==> src/rtl/ring_pkg.sv <==
// Shared types and ring helpers for ring-counter decode and monitoring.
// Helpers work on a RING_W_MAX-bit container; callers pass the real ring width.
package ring_pkg;

   typedef enum logic {ACQUIRE, LOCKED} state_t;

   localparam int DEFAULT_WIDTH = 4;
   localparam int RING_W_MAX    = 32;
   localparam int IDX_W_MAX     = 5;

   typedef struct packed {
      logic                 valid;
      logic [IDX_W_MAX-1:0] idx;
   } onehot_t;

   // Expected successor of a one-hot ring value, bits above width cleared.
   function automatic logic [RING_W_MAX-1:0] ring_next(
      input logic [RING_W_MAX-1:0] value,
      input int                    width,
      input logic                  shift_left
   );
      logic [RING_W_MAX-1:0] mask;
      logic [RING_W_MAX-1:0] rot;
      mask = (width >= RING_W_MAX) ? '1 : ((RING_W_MAX'(1) << width) - RING_W_MAX'(1));
      if (shift_left)
         rot = (value << 1) | (value >> (width - 1));
      else
         rot = (value >> 1) | (value << (width - 1));
      return rot & mask;
   endfunction

   function automatic onehot_t onehot_idx(
      input logic [RING_W_MAX-1:0] value,
      input int                    width
   );
      onehot_t r;
      int      cnt;
      r   = '0;
      cnt = 0;
      for (int i = 0; i < RING_W_MAX; i++) begin
         if (i < width && value[i]) begin
            cnt++;
            r.idx = IDX_W_MAX'(i);
         end
      end
      r.valid = (cnt == 1);
      if (!r.valid) r.idx = '0;
      return r;
   endfunction

endpackage

==> src/rtl/ring_monitor_if.sv <==
// Bus between a ring counter (master side) and the ring monitor (slave side).
interface ring_monitor_if #(
   parameter int WIDTH = 4,
   parameter int ERR_W = 8
);
   localparam int IDX_W = $clog2(WIDTH);

   logic             en;
   logic             clr_err;
   logic [WIDTH-1:0] ring_in;
   logic [IDX_W-1:0] idx_out;
   logic             onehot_ok;
   logic             locked;
   logic             err_pulse;
   logic [ERR_W-1:0] err_count;

   modport master (
      output en, clr_err, ring_in,
      input  idx_out, onehot_ok, locked, err_pulse, err_count
   );

   modport slave (
      input  en, clr_err, ring_in,
      output idx_out, onehot_ok, locked, err_pulse, err_count
   );
endinterface

==> src/rtl/ring_onehot_dec.sv <==
// Combinational one-hot check and binary decode of a ring value (WIDTH <= 32).
module ring_onehot_dec
   import ring_pkg::*;
#(
   parameter  int WIDTH = DEFAULT_WIDTH,
   localparam int IDX_W = $clog2(WIDTH)
) (
   input  logic [WIDTH-1:0] ring,
   output logic             oh,
   output logic [IDX_W-1:0] idx
);
   onehot_t dec;

   always_comb begin
      dec = onehot_idx(RING_W_MAX'(ring), WIDTH);
      oh  = dec.valid;
      idx = IDX_W'(dec.idx);
   end
endmodule

==> src/rtl/ring_monitor.sv <==
// Ring counter health monitor: one-hot/direction check, lock FSM, decode
// to a binary index and a saturating error count.
module ring_monitor
   import ring_pkg::*;
#(
   parameter int WIDTH      = DEFAULT_WIDTH,
   parameter bit SHIFT_LEFT = 1'b1,
   parameter int LOCK_COUNT = 4,
   parameter int ERR_W      = 8
) (
   input logic           clk,
   input logic           rst,
   ring_monitor_if.slave bus
);
   localparam int IDX_W = $clog2(WIDTH);

   state_t           state_q;
   logic [7:0]       step_q;
   logic [WIDTH-1:0] prev_q;
   logic             ref_valid_q;
   logic [IDX_W-1:0] idx_q;
   logic             onehot_ok_q;
   logic             locked_q;
   logic             err_pulse_q;
   logic [ERR_W-1:0] err_count_q;

   logic             oh;
   logic [IDX_W-1:0] dec_idx;
   logic [WIDTH-1:0] exp_ring;
   logic             good;
   logic             err_evt;

   ring_onehot_dec #(.WIDTH(WIDTH)) u_dec (
      .ring (bus.ring_in),
      .oh   (oh),
      .idx  (dec_idx)
   );

   // A held value never equals its rotation, so a stuck ring fails `good`.
   assign exp_ring = WIDTH'(ring_next(RING_W_MAX'(prev_q), WIDTH, SHIFT_LEFT));
   assign good     = oh && ref_valid_q && (bus.ring_in == exp_ring);
   assign err_evt  = bus.en && (state_q == LOCKED) && !good;

   always_ff @(posedge clk or posedge rst) begin
      if (rst) begin
         state_q     <= ACQUIRE;
         step_q      <= '0;
         prev_q      <= '0;
         ref_valid_q <= 1'b0;
         idx_q       <= '0;
         onehot_ok_q <= 1'b0;
         locked_q    <= 1'b0;
         err_pulse_q <= 1'b0;
         err_count_q <= '0;
      end else begin
         // NOTE: non-blocking throughout; later assignments in this block override the defaults.
         err_pulse_q <= 1'b0;

         // Clear wins first, so an error on the same edge leaves a count of 1.
         if (bus.clr_err)
            err_count_q <= err_evt ? ERR_W'(1) : '0;
         else if (err_evt && err_count_q != {ERR_W{1'b1}})
            err_count_q <= err_count_q + 1'b1;

         if (bus.en) begin
            idx_q       <= oh ? dec_idx : '0;
            onehot_ok_q <= oh;
            ref_valid_q <= oh;
            if (oh) prev_q <= bus.ring_in;

            case (state_q)
               ACQUIRE: begin
                  if (good) begin
                     if (step_q == 8'(LOCK_COUNT - 1)) begin
                        state_q  <= LOCKED;
                        locked_q <= 1'b1;
                        step_q   <= '0;
                     end else begin
                        step_q <= step_q + 1'b1;
                     end
                  end else begin
                     step_q <= '0;
                  end
               end
               LOCKED: begin
                  if (!good) begin
                     state_q     <= ACQUIRE;
                     locked_q    <= 1'b0;
                     err_pulse_q <= 1'b1;
                     step_q      <= '0;
                  end
               end
               default: state_q <= ACQUIRE;
            endcase
         end
      end
   end

   assign bus.idx_out   = idx_q;
   assign bus.onehot_ok = onehot_ok_q;
   assign bus.locked    = locked_q;
   assign bus.err_pulse = err_pulse_q;
   assign bus.err_count = err_count_q;
endmodule

==> src/flat_wrapper.sv <==
// flat-port wrapper written by rule: the top's interface ports become plain ports
module ring_monitor_flat import ring_pkg::*;
#(
   parameter int WIDTH      = DEFAULT_WIDTH,
   parameter bit SHIFT_LEFT = 1'b1,
   parameter int LOCK_COUNT = 4,
   parameter int ERR_W      = 8
)
  (clk, rst, bus_en, bus_clr_err, bus_ring_in, bus_idx_out, bus_onehot_ok, bus_locked, bus_err_pulse, bus_err_count);
  ring_monitor_if #(.WIDTH(WIDTH), .ERR_W(ERR_W)) bus_i ();
  input logic clk;
  input logic rst;
  input wire logic [$bits(bus_i.en)-1:0] bus_en;
  input wire logic [$bits(bus_i.clr_err)-1:0] bus_clr_err;
  input wire logic [$bits(bus_i.ring_in)-1:0] bus_ring_in;
  output wire logic [$bits(bus_i.idx_out)-1:0] bus_idx_out;
  output wire logic [$bits(bus_i.onehot_ok)-1:0] bus_onehot_ok;
  output wire logic [$bits(bus_i.locked)-1:0] bus_locked;
  output wire logic [$bits(bus_i.err_pulse)-1:0] bus_err_pulse;
  output wire logic [$bits(bus_i.err_count)-1:0] bus_err_count;
  assign bus_i.en = bus_en;
  assign bus_i.clr_err = bus_clr_err;
  assign bus_i.ring_in = bus_ring_in;
  assign bus_idx_out = bus_i.idx_out;
  assign bus_onehot_ok = bus_i.onehot_ok;
  assign bus_locked = bus_i.locked;
  assign bus_err_pulse = bus_i.err_pulse;
  assign bus_err_count = bus_i.err_count;
  ring_monitor #(.WIDTH(WIDTH), .SHIFT_LEFT(SHIFT_LEFT), .LOCK_COUNT(LOCK_COUNT), .ERR_W(ERR_W)) u_core (.clk(clk), .rst(rst), .bus(bus_i));
endmodule
==> config.mk <==
export PLATFORM = sky130hd
export DESIGN_NAME = ring_monitor_flat
export DESIGN_NICKNAME = d
export VERILOG_FILES = /design/src/rtl/ring_pkg.sv /design/src/rtl/ring_monitor_if.sv /design/src/rtl/ring_onehot_dec.sv /design/src/rtl/ring_monitor.sv /design/src/flat_wrapper.sv
export SDC_FILE = /design/constraint.sdc
export NUM_CORES = 1
export LEC_CHECK = 0
export CORE_MARGIN = 1.5
export CORE_UTILIZATION = 54
export DETAILED_ROUTE_END_ITERATION = 8
export HOLD_SLACK_MARGIN = 0.05
export PLACE_DENSITY = 0.78
export SLEW_MARGIN = 10
export SYNTH_ARGS = -nofsm -noshare
export SYNTH_HDL_FRONTEND = slang
export SYNTH_SLANG_ARGS = --single-unit
==> constraint.sdc <==
create_clock -name clk -period 2.6 [get_ports clk]
set_input_delay 0.52 -clock clk [delete_from_list [all_inputs] [get_ports clk]]
set_output_delay 0.52 -clock clk [all_outputs]
set_load 0.01 [all_outputs]
==> flow_summary.toml, run 1 <==
[route]
antenna_left = 0
drcViolationCount = 0
num_vias = 1345
routedWlPerCell_um = 14.8
drt_iter0_markers = 69
drt_wl_total_mm = 3.44
viasPerCell = 5.80
first_pass_iters = 4

[timing]
fin_crit_sh = 1.01
rsz0062_at_grt = "true"
tightestPinTransition_ns = 0.397
fin_crit_ns = 2.64
slew_violations = 0
setup_viol_count_final = 3
relSlewSlack = 0.733
finClkSkew_ns = 0.00364
setup_slack_ns = -0.0356
finalHoldViolations = 0
timing.fmax_mhz = 379

[power]
p_leak_nw = 0.897
p_total_mw = 0.837
pwr_density_cell_nw_per_um2 = 393
vdd_ir_drop_max_mv = 0.288

[synthesis]
synth_top_area_share = 0.407
async_flop_share = 1.00
ys.flop_type = "dfrtp_1"
ys_seq_area_frac = 0.407
postSynthAreaPerCell_um2 = 9.81
ys_warn_count = 0
synth_cell_type_count = 43
synth.ff_latch_count = 26
yosysTopAreaCell = "dfrtp_1"
synth_nets = 178
synthCells = 163
synth_area_um2 = 1600
synth_area_leaders = "dfrtp_1, ha_1, nand2_1"
synth-edff-count = 0

[die]
ios = 21
die_w_um = 57.4
chipHeight_um = 57.4
fp.dieArea_um2 = 3300
initial_core_util = 0.575
coreArea_um2 = 2780
row_count = 19

[setup_path]
reg2reg_to = "u_core.step_q[5]"
worstPathMaxFanout = 4
required_ns = 2.85
critPathLaunchType = "input port"
worstPathArrival_ns = 2.88
rr_worst_depth = 9
worstSetupStartpoint = "bus_ring_in[1]"
reg2reg_slack_ns = 0.66
rr_startpoint = "u_core.prev_q[3]"
worstSetupPathType = "in2reg"
crit_end = "u_core.step_q[7]"
cp-end-kind = "flop"

[place]
place.gp.congestion = 0.863
place_ws_ns = -0.980
io_buffers = 20
dp_cells = 226
dp_hpwl_mm = 2.52

[cts]
clockBufferDepth = 2
path_clk_slew_ns = 0.13
cts_sinks = 26
insertion_delay_ns = 0.31
cts_max_level = 1
root_buffer = "clkbuf_4"
cts_tree = "built"
cts_buffers = 3

[status]
outcome = "finished, violations left"
failed_checks = "setup timing"

[layout]
fin_nets = 218
drive_above_1_share = 0.299
final_cells = 232
synthToLayoutAreaGrowth_pct = 33.3
diodes = 0

[flow_run]
cap_violations = 0

[grt]
grt.overflow.total = 0
grt_start_max_net_pins = 27
grt_pass1_wl_mm = 6.06
grtUsageTotal = 0.232
antenna_found_initial = 0
grt_pass1_vias = 1332

[hold_path]
hold_path.class = "reg2reg"
[placed cells by master (no fill, tap or decap), types with 2 or more instances in the layout]
cell type	n
or2_2	3
and4_1	2
buf_6	3
nand4_1	3
nand2_1	16
xnor2_1	4
a31oi_1	4
inv_1	11
o22ai_1	4
nand3_1	9
ha_4	2
nor4b_4	2
buf_4	18
clkbuf_4	3
ha_1	4
a21oi_1	2
nor2_1	6
nor2b_1	3
o21ai_0	4
o21ai_1	3
nor4_1	2
nor3_2	2
mux2_2	5
o41ai_1	2
nor4_4	2
or3_1	5
dfrtp_1	26
inv_4	2
clkdlybuf4s50_1	17
buf_12	2
and4bb_1	2
xor2_1	3
[Yosys cell counts (4+ instances only)]
master   instances
dfrtp_1         26
nand2_1         16
inv_1           14
nand3_1          9
ha_1             7
nor2_1           6
or3_1            6
mux2_2           5
o21ai_0          5
xnor2_1          5
a31oi_1          4
buf_6            4
o22ai_1          4
[stage by stage]
| stage | cell area [um^2] | hold slack (ns) | utilization | TNS (ns) |
|---|---|---|---|---|
| 2_1_floorplan | 1690 | 0.474 | - | -1.78 |
| 6_report | 2130 | 0.525 | 0.766 | -0.0922 |
| 3_5_place_dp | 2010 | 0.506 | 0.724 | -20.25 |
| 5_1_grt | 2130 | 0.546 | 0.766 | -0.660 |
| 4_1_cts | 2120 | 0.529 | 0.763 | -0.399 |
| 3_3_place_gp | 2010 | 0.493 | 0.724 | -17.83 |
[critical path: stages]
cell and delay, ns:
buf_12 0.10, inv_12 0.03, ha_4 0.23, xor2_1 0.14, ha_1 0.32, and4b_1 0.23, nor4_4 0.31, nor4_4 0.10
ha_4 0.17, nand2b_4 0.15, nor3_4 0.21, nand3_1 0.11, xor2_1 0.15, a21oi_1 0.12
[layer usage]
layer / wire length [um] / track usage / part of all wire
met1: 1450 / 0.295 / 0.42
met5: 0 / 0 / 0
met2: 1890 / 0.419 / 0.55
met3: 88 / 0.0272 / 0.026
met4: 22 / 0.0532 / 0.0064
[flip-flops by register name, indices dropped and copies added, names as in the netlist]
name,count
u_core.bus.locked,1
u_core.step_q,8
u_core.bus.err_pulse,1
u_core.bus.idx_out,2
u_core.state_q,1
u_core.prev_q,4
u_core.ref_valid_q,1
u_core.bus.err_count,8
[worst min path at each step]
stage,from,end,slack (ns),cells after the start
2_1_floorplan,u_core.step_q[0],u_core.step_q[0],0.47,1
3_3_place_gp,u_core.step_q[0],u_core.step_q[0],0.49,1
3_5_place_dp,u_core.step_q[0],u_core.step_q[0],0.51,1
4_1_cts,u_core.step_q[0],u_core.step_q[0],0.53,1
5_1_grt,bus_ring_in[0],u_core.prev_q[0],0.55,3
6_report,u_core.step_q[0],u_core.step_q[0],0.53,1
[report_power, final]
part	leakage, nW	internal [mW]	switching (mW)
combinational	0.530	0.116	0.0911
sequential	0.353	0.438	0.0246
clock	0.0138	0.0541	0.113
[cell families after synthesis]
kind of cell | after synthesis | share of synthesized area
AND/OR/NAND/NOR | 67 | 0.261
multiplexers | 8 | 0.0579
flip-flops | 26 | 0.407
adder cells (fa/ha/maj) | 7 | 0.0548
AO/OA/AOI/OAI | 26 | 0.108
XOR/XNOR | 8 | 0.0438
buffers and inverters | 21 | 0.0681
[repair_timing]
item	CTS	global route
setup endpoints to repair	26	18
pin swaps	9	7
setup buffers	4	2
hold buffers	0	0
endpoints found under the hold margin	0	0
gates resized for setup	26	9
[final cells by class]
class | instances | area (um^2)
Timing Repair Buffer | 42 | 399
Multi-Input combinational cell | 116 | 950
Tap cell | 31 | 38.8
Fill cell | 208 | 651
Inverter | 14 | 70.1
Clock buffer | 3 | 22.5
Sequential cell | 26 | 651
No activity file was read; power rests on OpenSTA's default activity.
==> run 2, diff against run 1 <==
Settings changed: ABC_AREA set to 1, CORE_ASPECT_RATIO set to 1.75.
==> run 2 against run 1 <==
The run now ends clean; die area hardly changed; worst setup slack gained 0.18 ns; critical path depth is 4 higher; synthesized cell count rose by 20%; routed wire length rose by 7.9%; clock power increased by 110%; first-iteration DRC count fell by 46%; fmax up 7.2%; highest routed layer unchanged.
==> flow_summary.toml, run 2 <==
[layout]
mostFrequentLayoutCells = "nand2_1, dfrtp_1, nand3_1, buf_4"
fillers = 208
diodes = 0
synthToLayoutAreaGrowth_pct = 31.4
seqCellArea_um2 = 651
finalInstanceArea_um2 = 2090
mostFrequentLayoutCell = "nand2_1"
fin_nets = 253
multi_input_area_um2 = 888
drive_above_1_share = 0.253
final_cells = 264

[setup_path]
critPathLaunchType = "input port"
reg2reg_slack_ns = 0.81
worstPathMaxFanout = 6
cp_cell_sequence = "clkdlybuf4s15_1 -> inv_2 -> ha_4 -> nand2_1 -> inv_2 -> nor2_4 -> ha_4 -> nor2_2 -> o21ai_1 -> nand2_2 -> nand3_4 -> clkinv_4 -> ha_2 -> nor2_4 -> buf_6 -> nand2_1 -> xor2_1 -> a21oi_2"
required_ns = 2.78
worstSetupPathType = "in2reg"
cp-end-kind = "flop"
cp_slowest_stage_delay_ns = 0.28
worstPathArrival_ns = 2.63
critical-path-slowest-cell = "ha_4"

[place]
dp_cells = 258
place.gp.congestion = 0.828
io_buffers = 20
placed_area_um2 = 1960
dp_hpwl_mm = 2.92

[status]
outcome = "completed"

[synthesis]
yosysTopAreaCell = "dfrtp_1"
synth-edff-count = 0
ys.flop_type = "dfrtp_1"
postSynthAreaPerCell_um2 = 8.12
ys_seq_area_frac = 0.409
yosysMostFrequentCell = "nand2_1"
synth_area_leaders = "dfrtp_1, nand2_1, nand3_1"
synth_top_area_share = 0.409
synthCells = 196
async_flop_share = 1.00
synth_area_um2 = 1590
ys_warn_count = 0
synth_nets = 211
synth.ff_latch_count = 26
synthTopCellsByCount = "nand2_1, dfrtp_1, inv_1"
synth_cell_type_count = 30

[cts]
cts_buffers = 3
clockBufferDepth = 2
insertion_delay_ns = 0.28
path_clk_slew_ns = 0.09
cts_tree = "built"
cts_sinks = 26
hold_buffers = 0
cts_max_level = 1
root_buffer = "clkbuf_8"

[power]
vdd_ir_drop_max_mv = 0.380
power_frac_seq = 0.457
p_leak_nw = 1.02
switching_share = 0.271
pwr_density_cell_nw_per_um2 = 489
p_sw_mw = 0.278
p_total_mw = 1.02
clockPowerShare = 0.335
pwr-share-comb = 0.207
p_int_mw = 0.745

[route]
drt_wl_total_mm = 3.72
routedWlPerCell_um = 14.1
num_vias = 1452
viasPerCell = 5.50
first_pass_iters = 7
drt_iter0_markers = 37
drcViolationCount = 0
antenna_left = 0

[timing]
hold_ws_ns = 0.511
finalHoldViolations = 0
fin_crit_ns = 2.46
relSlewSlack = 0.647
tightestPinTransition_ns = 0.529
timing.fmax_mhz = 407
setup_viol_count_final = 0
slew_violations = 0
fin_crit_sh = 0.946
finClkSkew_ns = 0.00649
rsz0062_at_grt = "false"

[die]
coreArea_um2 = 2750
row_count = 25
ios = 21
chipHeight_um = 74.8
fp.dieArea_um2 = 3290
die_w_um = 44.0
initial_core_util = 0.578

[grt]
grtUsageTotal = 0.256
grt_pass1_wl_mm = 6.32
grt_pass1_vias = 1506
antenna_found_initial = 0
grt_start_max_net_pins = 16
grt.overflow.total = 0

[hold_path]
hold_path.class = "reg2reg"

[flow_run]
cap_violations = 0
## run 2: kinds of logic (layout without fill, tap and decap cells)
family / Yosys count / in the layout / synth area share
AND/OR/NAND/NOR: 106 / 106 / 0.326
buffers and inverters: 29 / 70 / 0.0763
flip-flops: 26 / 26 / 0.409
AO/OA/AOI/OAI: 17 / 17 / 0.0684
XOR/XNOR: 11 / 11 / 0.0653
adder cells (fa/ha/maj): 7 / 7 / 0.0550
## run 2: metal layers
layer	vias up	track usage	wire length (um)
met3	12	0.0240	128
li1	710	-	-
met1	681	0.267	1340
met4	0	0.138	133
met5	-	0	0
met2	49	0.485	2120
## run 2: layout make-up
class,instances,area share
clock buffers,3,0.0197
clock inverters,1,0.0144
inverters,26,0.0491
multi-input cells,141,0.425
flip-flops and latches,26,0.311
well taps,27,0.0162
repair buffers,40,0.165
## run 2: worst max-delay path, delay by kind of cell
kind | cells | cell delay [ns]
buf+inv | 5 | 0.52
xor+xnor | 1 | 0.20
fa+ha+maj | 3 | 0.72
simple gates | 7 | 0.54
compound gates | 2 | 0.13
## run 2: what timing repair did
item                                    CTS  global route
endpoints found under the setup margin    8             8
buffers inserted                          2             0
endpoints found under the hold margin     0             0
resized for setup                        11            11
pin swaps                                 4             9
## run 2: power by group through the flow
stage | combinational, mW | clock [mW] | sequential (mW)
detailed placement | 0.201 | 0 | 0.476
finish | 0.212 | 0.343 | 0.468
global route | 0.239 | 0.360 | 0.473
CTS | 0.207 | 0.345 | 0.468
floorplan | 0.114 | 0 | 0.473
global placement | 0.191 | 0 | 0.474
## run 2: worst paths after layout
check,from,endpoint,cells after the start
min,u_core.bus.locked,u_core.bus.locked,2
min in group asynchronous,rst,u_core.step_q[2],2
max reg2reg,u_core.prev_q[1],u_core.step_q[5],13
max in group asynchronous,rst,u_core.bus.err_count[4],3
min reg2reg,u_core.bus.locked,u_core.bus.locked,2
max,bus_ring_in[0],u_core.step_q[5],18
## run 2: stage by stage
step	TNS [ns]	worst slack, ns	utilization
after floorplan	0	0.0192	-
after global placement	-5.49	-0.494	0.713
after detailed placement	-7.53	-0.615	0.713
after CTS	0	0.0248	0.753
after global routing	0	0.00871	0.760
final	0	0.142	0.760
